**config.mk**
```make
export PLATFORM = sky130hd
export DESIGN_NAME = pipe_ctrl
export DESIGN_NICKNAME = d
export VERILOG_FILES = /design/src/rtl/pipe_ctrl_pkg.sv /design/src/rtl/pipe_hazard_detect.sv /design/src/rtl/pipe_ctrl.sv
export SDC_FILE = /design/constraint.sdc
export NUM_CORES = 1
export LEC_CHECK = 0
export CORE_AREA = 2 2 47 49
export DETAILED_ROUTE_END_ITERATION = 6
export DIE_AREA = 0 0 49 51
export GPL_TIMING_DRIVEN = 0
export PLACE_DENSITY = 0.81
export REMOVE_ABC_BUFFERS = 1
export SKIP_CTS_REPAIR_TIMING = 1
export SYNTH_ARGS = -nofsm -noshare
export SYNTH_HDL_FRONTEND = slang
export SYNTH_SLANG_ARGS = --single-unit
```
**constraint.sdc**
```tcl
create_clock -name clk -period 3.77 [get_ports clk]
set_input_delay 0.9425 -clock clk [delete_from_list [all_inputs] [get_ports clk]]
set_output_delay 0.9425 -clock clk [all_outputs]
set_load 0.005 [all_outputs]
```
**src/rtl/pipe_ctrl_pkg.sv**
```systemverilog
// rtl/pipe_ctrl_pkg.sv - shared types and constants for the pipeline sequencing controller
package pipe_ctrl_pkg;

  typedef enum logic [1:0] {
    RUN    = 2'd0,
    MULDIV = 2'd1,
    HALT   = 2'd2
  } pipe_state_e;

  // Register index that never carries a load-use dependency
  localparam int unsigned REG_ZERO = '0;

  // Width of the multi-cycle stall counter
  localparam int unsigned CNT_W = 4;

  // Stage controls routed by the top to the PC and pipeline registers
  typedef struct packed {
    logic pc_en;
    logic pc_sel_branch;
    logic s1_en;
    logic s2_en;
    logic s1_flush;
    logic s2_flush;
  } pipe_ctl_t;

endpackage

```
**src/rtl/pipe_hazard_detect.sv**
```systemverilog
// rtl/pipe_hazard_detect.sv - combinational load-use hazard comparator between st1 and st2
module pipe_hazard_detect
  import pipe_ctrl_pkg::*;
#(
  parameter int ADDR_W = 4
) (
  input  logic              s1_valid_i,
  input  logic [ADDR_W-1:0] s1_rs1_i,
  input  logic [ADDR_W-1:0] s1_rs2_i,
  input  logic              s1_uses_rs1_i,
  input  logic              s1_uses_rs2_i,
  input  logic              s2_valid_i,
  input  logic              s2_is_load_i,
  input  logic [ADDR_W-1:0] s2_rd_i,
  output logic              hazard_o
);

  localparam logic [ADDR_W-1:0] ZERO_ADDR = ADDR_W'(REG_ZERO);

  logic rs1_match;
  logic rs2_match;

  assign rs1_match = s1_uses_rs1_i && (s1_rs1_i == s2_rd_i);
  assign rs2_match = s1_uses_rs2_i && (s1_rs2_i == s2_rd_i);

  // A load writing r0 produces nothing a consumer could wait for
  assign hazard_o = s2_valid_i && s2_is_load_i && s1_valid_i &&
                    (s2_rd_i != ZERO_ADDR) && (rs1_match || rs2_match);

endmodule

```
**src/rtl/pipe_ctrl.sv**
```systemverilog
// rtl/pipe_ctrl.sv - 3-stage pipeline sequencing controller; PIPE_PERF_CNT_EN adds the stall_cycles counter
module pipe_ctrl
  import pipe_ctrl_pkg::*;
#(
  parameter int MULDIV_CYCLES = 4,
  parameter int REG_ADDR_W    = 4
) (
  input  logic                  clk,
  input  logic                  rst,
  input  logic                  s1_valid,
  input  logic [REG_ADDR_W-1:0] s1_rs1,
  input  logic [REG_ADDR_W-1:0] s1_rs2,
  input  logic                  s1_uses_rs1,
  input  logic                  s1_uses_rs2,
  input  logic                  s2_valid,
  input  logic                  s2_is_load,
  input  logic                  s2_is_muldiv,
  input  logic [REG_ADDR_W-1:0] s2_rd,
  input  logic                  s3_branch_taken,
  input  logic                  halt_req,
  output logic                  pc_en,
  output logic                  pc_sel_branch,
  output logic                  s1_en,
  output logic                  s2_en,
  output logic                  s1_flush,
  output logic                  s2_flush,
  output logic                  muldiv_start,
  output logic                  stall,
  output logic                  halted,
  output logic [15:0]           stall_cycles
);

  localparam logic [CNT_W-1:0] CNT_LOAD = CNT_W'(MULDIV_CYCLES - 1);

  pipe_state_e      state_q, state_d;
  logic [CNT_W-1:0] cnt_q, cnt_d;
  logic             muldiv_done_q, muldiv_done_d;

  pipe_ctl_t ctl_c;
  logic      muldiv_start_c;
  logic      stall_c;
  logic      halted_c;
  logic      hazard_c;
  logic      muldiv_req_c;

  pipe_hazard_detect #(
    .ADDR_W(REG_ADDR_W)
  ) u_hazard (
    .s1_valid_i    (s1_valid),
    .s1_rs1_i      (s1_rs1),
    .s1_rs2_i      (s1_rs2),
    .s1_uses_rs1_i (s1_uses_rs1),
    .s1_uses_rs2_i (s1_uses_rs2),
    .s2_valid_i    (s2_valid),
    .s2_is_load_i  (s2_is_load),
    .s2_rd_i       (s2_rd),
    .hazard_o      (hazard_c)
  );

  // The op that just finished its stall must not restart when it is seen again in st2
  assign muldiv_req_c = s2_valid && s2_is_muldiv && !muldiv_done_q;

  // Decode stage controls and next state from current state and stage inputs
  always_comb begin
    ctl_c          = '0;
    muldiv_start_c = 1'b0;
    stall_c        = 1'b0;
    halted_c       = 1'b0;
    state_d        = state_q;
    cnt_d          = cnt_q;
    muldiv_done_d  = muldiv_done_q;

    if (!rst) begin
      ctl_c.s1_flush = 1'b1;
      ctl_c.s2_flush = 1'b1;
      state_d        = RUN;
      cnt_d          = '0;
      muldiv_done_d  = 1'b0;
    end else begin
      unique case (state_q)
        RUN: begin
          if (halt_req) begin
            state_d = HALT;
          end else if (s3_branch_taken) begin
            ctl_c.pc_en         = 1'b1;
            ctl_c.pc_sel_branch = 1'b1;
            ctl_c.s1_en         = 1'b1;
            ctl_c.s2_en         = 1'b1;
            ctl_c.s1_flush      = 1'b1;
            ctl_c.s2_flush      = 1'b1;
          end else if (muldiv_req_c) begin
            // st2 holds the op while a bubble drains into st3
            ctl_c.s2_en    = 1'b1;
            ctl_c.s2_flush = 1'b1;
            muldiv_start_c = 1'b1;
            stall_c        = 1'b1;
            cnt_d          = CNT_LOAD;
            state_d        = MULDIV;
          end else if (hazard_c) begin
            // Hold the consumer in st1 and feed a bubble into st2 for one cycle
            ctl_c.s1_en    = 1'b1;
            ctl_c.s1_flush = 1'b1;
            ctl_c.s2_en    = 1'b1;
            stall_c        = 1'b1;
          end else begin
            ctl_c.pc_en = 1'b1;
            ctl_c.s1_en = 1'b1;
            ctl_c.s2_en = 1'b1;
          end
          // st2 receives new contents, so the finished op is gone
          if (ctl_c.s1_en) begin
            muldiv_done_d = 1'b0;
          end
        end
        MULDIV: begin
          ctl_c.s2_en    = 1'b1;
          ctl_c.s2_flush = 1'b1;
          stall_c        = 1'b1;
          if (cnt_q == CNT_W'(1)) begin
            cnt_d         = '0;
            muldiv_done_d = 1'b1;
            state_d       = RUN;
          end else begin
            cnt_d = cnt_q - CNT_W'(1);
          end
        end
        HALT: begin
          halted_c = 1'b1;
        end
        default: begin
          state_d = RUN;
        end
      endcase
    end
  end

  // State, stall counter and muldiv completion flag
  always_ff @(posedge clk) begin
    state_q       <= state_d;
    cnt_q         <= cnt_d;
    muldiv_done_q <= muldiv_done_d;
  end

  assign pc_en         = ctl_c.pc_en;
  assign pc_sel_branch = ctl_c.pc_sel_branch;
  assign s1_en         = ctl_c.s1_en;
  assign s2_en         = ctl_c.s2_en;
  assign s1_flush      = ctl_c.s1_flush;
  assign s2_flush      = ctl_c.s2_flush;
  assign muldiv_start  = muldiv_start_c;
  assign stall         = stall_c;
  assign halted        = halted_c;

`ifdef PIPE_PERF_CNT_EN
  logic [15:0] stall_cnt_q, stall_cnt_d;

  assign stall_cnt_d = !rst ? 16'h0000 :
                       (stall_c && (stall_cnt_q != 16'hFFFF)) ? stall_cnt_q + 16'h0001 :
                       stall_cnt_q;

  // Saturating count of stalled cycles
  always_ff @(posedge clk) begin
    stall_cnt_q <= stall_cnt_d;
  end

  assign stall_cycles = stall_cnt_q;
`else
  assign stall_cycles = 16'h0000;
`endif

endmodule

```
Word level (Yosys, flattened, before mapping)

Index checks and enable logic that the tools add are counted.

Output and inout port bits: 25
Bits in registers: 7
Bits of input ports: 22

Reductions and logical operators: 16
Multiplexer cells: 42
Bitwise gates (word level): 1
Equal/unequal tests: 12
Add/sub/neg operators: 1

Operators with widths:

| operator                                                            | count |
|---|---|
| 4-bit two-way mux                                                   | 6 |
| 1-bit two-way mux                                                   | 21 |
| 6-bit two-way mux                                                   | 3 |
| 2-bit two-way mux                                                   | 5 |
| 2-bit != test (second input constant)                               | 5 |
| 4-bit == test                                                       | 2 |
| 1-bit logical AND                                                   | 8 |
| 1-bit case mux with 2 select lines                                  | 4 |
| 4-bit case mux with 2 select lines                                  | 1 |
| 4-bit AND reduction                                                 | 2 |
| 3-bit != test (second input constant)                               | 2 |
| 2-bit case mux with 3 select lines                                  | 1 |
| 4-bit by 1-bit == test with 1-bit output (second input constant)    | 1 |
| 4-bit nonzero test                                                  | 1 |
| 4-bit by 1-bit subtractor with 4-bit output (second input constant) | 1 |
| 3-bit two-way mux                                                   | 1 |
| 3-bit AND reduction                                                 | 1 |
| 2-bit by 1-bit == test with 1-bit output (second input constant)    | 1 |
| 2-bit == test (second input constant)                               | 1 |
| 2-bit zero test                                                     | 1 |
| 2-bit nonzero test                                                  | 1 |
| 1-bit zero test                                                     | 1 |
| 1-bit logical OR                                                    | 1 |
| 1-bit inverter                                                      | 1 |

Longest topological paths before layout

Word-level depth: 12
Depth in mapped cells: 7

Modules after synthesis

From an unflattened synthesis, not the netlist that was laid out.

Cells, all modules: 100
Area total of the unflattened synthesis: 764.5 um2

Modules (own cells, without submodules):

| module             | cells an instance | sequential area each (um2) | area an instance (um2) | instances |
|---|---|---|---|---|
| pipe_ctrl          | 85                | 140.1                      | 655.6                  | 1 |
| pipe_hazard_detect | 15                | 0.0                        | 108.9                  | 1 |

Least setup slack after synthesis

No wires, ideal clock.

Path kind: in2out
Start point: input port s2_rd[0]
End point: output port stall
Arrival: 1879 ps
Cell stages on the path: 5
Path slack: 948 ps
Cells stage by stage: xor2_1 nor3_2 nand4_1 a311o_1 a21oi_1

Longest elaborated chain between the ends: 10
Elaborated cells on any way between the ends: 14
Those cells by class: eq/ne: 2; mux: 6; reduce/logical: 6

Ends and longest elaborated chain:

| element                                     | RTL line                                           | source |
|---|---|---|
| start: declaration                          | pipe_ctrl.sv:18                                    | `input logic [REG_ADDR_W-1:0] s2_rd,` |
| 4-bit == test, on equally long branches     | pipe_hazard_detect.sv:23, pipe_hazard_detect.sv:24 |  |
| 1-bit logical AND, on equally long branches | pipe_hazard_detect.sv:23, pipe_hazard_detect.sv:24 |  |
| 1-bit logical OR                            | pipe_hazard_detect.sv:28                           | `(s2_rd_i != ZERO_ADDR) && (rs1_match \|\| rs2_match);` |
| 1-bit logical AND (*)                       | pipe_hazard_detect.sv:28                           |  |
| 1-bit two-way mux (*)                       | pipe_ctrl.sv:99                                    | `end else if (hazard_c) begin` |
| 1-bit two-way mux (*)                       | pipe_ctrl.sv:91                                    | `end else if (muldiv_req_c) begin` |
| 1-bit two-way mux (*)                       | pipe_ctrl.sv:84                                    | `end else if (s3_branch_taken) begin` |
| 1-bit two-way mux (*)                       | pipe_ctrl.sv:82                                    | `if (halt_req) begin` |
| 1-bit case mux with 2 select lines (*)      | pipe_ctrl.sv:80                                    | `unique case (state_q)` |
| 1-bit two-way mux (*)                       | pipe_ctrl.sv:73                                    | `if (!rst) begin` |
| end: declaration                            | pipe_ctrl.sv:28                                    | `output logic stall,` |

Every way passes the cells marked *; elsewhere a longest branch is shown, timed or not.

Final worst setup path

Start point: input port s2_rd[1]
End point: output port s1_flush

Longest elaborated chain between the ends: 12
Elaborated cells on any way between the ends: 16
Those cells by class: eq/ne: 2; mux: 8; reduce/logical: 6

Ends and longest elaborated chain:

| element                                     | RTL line                                           | source |
|---|---|---|
| 4-bit == test, on equally long branches     | pipe_hazard_detect.sv:23, pipe_hazard_detect.sv:24 |  |
| 1-bit logical AND, on equally long branches | pipe_hazard_detect.sv:23, pipe_hazard_detect.sv:24 |  |
| 1-bit logical OR                            | pipe_hazard_detect.sv:28                           |  |
| 1-bit logical AND (*)                       | pipe_hazard_detect.sv:28                           |  |
| 1-bit two-way mux (*)                       | pipe_ctrl.sv:99                                    |  |
| 1-bit two-way mux (*)                       | pipe_ctrl.sv:91                                    |  |
| 4-bit two-way mux (*)                       | pipe_ctrl.sv:84                                    |  |
| 6-bit two-way mux (*)                       | pipe_ctrl.sv:82                                    |  |
| 6-bit two-way mux (*)                       | pipe_ctrl.sv:80                                    |  |
| 6-bit two-way mux (*)                       | pipe_ctrl.sv:73                                    |  |
| 1-bit two-way mux (*)                       | pipe_ctrl.sv:80                                    |  |
| 2-bit two-way mux (*)                       | pipe_ctrl.sv:73                                    |  |
| end: declaration                            | pipe_ctrl.sv:25                                    | `output logic s1_flush,` |

Every way passes the cells marked *; elsewhere a longest branch is shown, timed or not. The select of a mux whose other input is x is not followed.

==> results_dict.tcl <==
set metrics [dict create \
    area_delta_synth_final_pct 44.2 \
    crit_path_start_kind "primary input" \
    cts-root-buf "clkbuf_4" \
    ff2ff_setup_slack_ns 2.18 \
    drtAntennaViolNets 0 \
    ys_types 36 \
    cts.path.max_buffers 2 \
    io-pin-count 47 \
    pre_cts_slack_ns -0.127 \
    vias 717 \
    grt_usage 0.148 \
    grt-ovfl-total 0 \
    routabilityCongestion 0.822 \
    first_iter_violations 9 \
    final_nets 148 \
    num_rows 17 \
    routed_via_density 4.75 \
    synth_fa_ha_area_frac 0.0350 \
    cts_tree "done" \
    power.switching_uw 64.3 \
    r2r_cells 7 \
    cap_violations 0 \
    fin_crit_sh 0.976 \
    holdCritStartpoint "cnt_q[3]$_SDFFE_PN0P_" \
    fin_util 0.500 \
    setup_ws_ns 0.0893 \
    start_util 0.347 \
    p_int_uw 158 \
    layout_commonest_cell "clkdlybuf4s50_1" \
    synth-simple-area-share 0.255 \
    synth_compound_area_frac 0.205 \
    synthArstFlopShare 0 \
    avgSynthCellArea_um2 7.78 \
    die-area_mm2 0.00250 \
    r2r-end "cnt_q[3]$_SDFFE_PN0P_" \
    clock_power_share 0.312 \
    r2r-start "cnt_q[1]$_SDFFE_PN0P_" \
    postLayoutCellArea_mm2 0.00103 \
    sequentialPowerShare 0.367 \
    fin_crit_ns 3.68 \
    synth_area_um2 716 \
    insertion_delay_ns 0.26 \
    grt_pass1_vias 659 \
    synth_xor_area_frac 0.0979 \
    yosysWarnings 0 \
    p_leak_nw 0.499 \
    synthFlopType "dfxtp_1" \
    rsz0062_at_grt "no" \
    pwr-share-comb 0.321 \
    hold_viol 0 \
    critPathKind "primary input to output port" \
    die_w_um 49 \
    outcome "finished, final reports clean" \
    drc 0 \
    wl_per_cell_um 11.7 \
    cp-end-kind "output port" \
    hold_path_end "cnt_q[3]$_SDFFE_PN0P_" \
    drive_above_1_share 0.0894 \
    synthMuxAreaShare 0 \
    diodes 0 \
    min_path_type "flop to flop" \
    power.density_mw_per_mm2 215 \
    core_mm2 0.00206 \
    setup_viol_count_final 0 \
    dp_hpwl_um 1400 \
    synth_enable_flop_cells 0 \
    antenna_found_initial 0 \
    netlist_instances 92 \
    io_buffers 30 \
    drv_slew 0 \
    finClkSkew_ns 0.00714 \
    hold_depth 1 \
    grt_max_degree 14 \
    synth_top_family_by_area "simple AND/OR/NAND/NOR gates" \
    synth_seq_cells 7 \
    drt-pass1-iter-count 4 \
    final_cell_mix "clkdlybuf4s50_1 (24), conb_1 (16), dfxtp_1 (7)" \
    arrival_ns 2.74 \
    max_freq_mhz 272 \
    crit_required_ns 2.83 \
    cts.sinks 7 \
    fp.dieH_um 51 \
    vdd_drop_max_mv 0.123 \
    grt_pass1_wl_um 2830 \
    swShare 0.289 \
    clk_pin_slew_ns 0.05 \
    dpl_cell_area_um2 975 \
    num-fill-cells 183 \
    htreeDepth 1 \
    cts-buffers-inserted 3 \
    yosysSeqAreaShare 0.196 \
    finalWirelength_um 1770 \
    worstPathMaxFanout 3 \
    fin_tns_setup_ns 0 \
]
[stage by stage]
stage | power [mW] | hold WS, ns | instances
4_1_cts | 0.223 | 0.475 | 150
3_5_place_dp | 0.153 | 0.461 | 146
2_1_floorplan | 0.110 | 0.432 | 88
5_1_grt | 0.236 | 0.518 | 151
3_3_place_gp | 0.151 | 0.453 | 146
6_report | 0.222 | 0.479 | 151
[sequential cells by signal, indices dropped and copies added, names as in the netlist]
| signal | cells |
|---|---|
| muldiv_done_q | 1 |
| state_q | 2 |
| cnt_q | 4 |
[power groups by stage]
stage / Sequential [mW] / Combinational [mW] / Clock, mW
global placement: 0.0826 / 0.0688 / 0
CTS: 0.0814 / 0.0708 / 0.0713
detailed placement: 0.0830 / 0.0704 / 0
floorplan: 0.0817 / 0.0287 / 0
global route: 0.0818 / 0.0783 / 0.0755
finish: 0.0814 / 0.0714 / 0.0692
[final cells by class]
class	count	area, um^2	share of cell area
well taps	28	35.0	0.0339
repair buffers	31	323	0.313
clock buffers	4	26.3	0.0255
inverters	4	15.0	0.0145
flip-flops and latches	7	140	0.136
multi-input cells	77	493	0.478
[critical path, cell delays in order]
cell,delay [ns]
clkdlybuf4s50_1,0.57
nor4_2,0.07
nor2_2,0.13
nand4_1,0.14
buf_4,0.16
nand2_1,0.07
a31o_2,0.15
clkdlybuf4s50_1,0.49
[worst max path at each step]
stage	slack, ns	cells after the start	startpoint	end
after floorplan	0.95	5	s2_rd[0]	stall
after global placement	-0.11	7	s2_rd[0]	stall
after detailed placement	-0.13	7	s2_rd[0]	stall
after CTS	-0.13	7	s2_rd[0]	stall
after global routing	0.03	4	halt_req	muldiv_start
final	0.09	8	s2_rd[1]	s1_flush
[Yosys cell counts, types with 2 or more instances]
cell | n | area [um^2]
buf_4 | 16 | 120
o21ai_0 | 5 | 25.0
xor2_1 | 6 | 52.6
nor3_2 | 2 | 20.0
a21oi_1 | 4 | 20.0
nand2_1 | 6 | 22.5
nor2_1 | 5 | 18.8
o211a_1 | 2 | 20.0
nor4_1 | 2 | 12.5
xnor2_1 | 2 | 17.5
dfxtp_1 | 7 | 140
nand4_1 | 2 | 12.5
nor3b_1 | 3 | 22.5
clkbuf_1 | 2 | 7.51
ha_1 | 2 | 25.0
inv_1 | 4 | 15.0
nor3_1 | 3 | 15.0
[kinds of logic (layout without fill, tap and decap cells)]
| kind of cell | Yosys count | count (layout) |
|---|---|---|
| and+or+nand+nor | 30 | 30 |
| AOI/OAI and AO/OA | 21 | 21 |
| other | 1 | 16 |
| buffers and inverters | 23 | 39 |
| xor gates and xnor gates | 8 | 8 |
| DFF | 7 | 7 |
| adders and majority gates | 2 | 2 |
[per-layer routing]
layer  vias up  GRT usage  share of wire
met1       314      0.153           0.45
met5         -          0              0
met3         5     0.0556          0.083
met2        44      0.256           0.45
li1        354          -              -
met4         0     0.0857          0.016
Note: power is estimated with default switching activity, not from simulation.
==> patch: new RTL, same settings <==
The option `PIPE_PERF_CNT_EN` is turned on by a define.
--- a/src/rtl/pipe_ctrl.sv
+++ b/src/rtl/pipe_ctrl.sv
@@ -1,4 +1,6 @@
 // rtl/pipe_ctrl.sv - 3-stage pipeline sequencing controller; PIPE_PERF_CNT_EN adds the stall_cycles counter
+`define PIPE_PERF_CNT_EN
+
 module pipe_ctrl
   import pipe_ctrl_pkg::*;
 #(
Formal check against the unedited RTL: not equivalent (Yosys sat finds a counterexample within 4 cycles, from zero or initial values and one cycle with rst low).
==> patch against the unedited design <==
The flow now stops in global placement; area after synthesis rose by 110%.
==> patch: results (changes against the unedited design) <==
[yosys]
syn_avg_cell_area_um2 = 8.02  ; was 7.78 µm²
ys_seq_area_frac = 0.302  ; was 0.196
synth_common_cells = 24 x nand2_1, 23 x dfxtp_1, 15 x nor2_1, 14 x mux2i_1, 12 x nand3_1  ; was 16 x buf_4, 7 x dfxtp_1, 6 x nand2_1, 6 x xor2_1
ys_top_cells_by_area = dfxtp_1 30%, mux2i_1 9.2%, nand2_1 5.9%  ; was dfxtp_1 20%, buf_4 17%, xor2_1 7.3%
synthCells = 190  ; was 92
yosys_warnings = 0  ; unchanged
async_reset_ff_frac = 0  ; unchanged
synth_cell_type_count = 40  ; was 36
ys_ff_latch = 23  ; was 7

[status]
stop_error = [ERROR GPL-0301] Utilization 107.094 % exceeds 100%.
stop_stage = global placement
status = stopped before the end  ; was complete, no violations

[place]
io_buffers = 46  ; was 30

==> patch: cell count changes after synthesis, moves of 4 or more <==
cell,change
nand2_1,+18
buf_4,-16
dfxtp_1,+16
mux2i_1,+14
nand3_1,+11
nor2_1,+10
nand2b_1,+9
a211oi_1,+8
and3_1,+5
clkbuf_1,+5
nor3_1,+5
o211ai_1,+5
and4_1,+4
==> patch: kinds of logic after synthesis <==
kind of cell    count (synthesis)  synth area share
xor+xnor                        8            0.0460
flops                          23             0.302
mux                            14            0.0920
simple gates                   89             0.293
compound gates                 38             0.204
buf+inv                        15            0.0386
fa+ha+maj                       3            0.0246
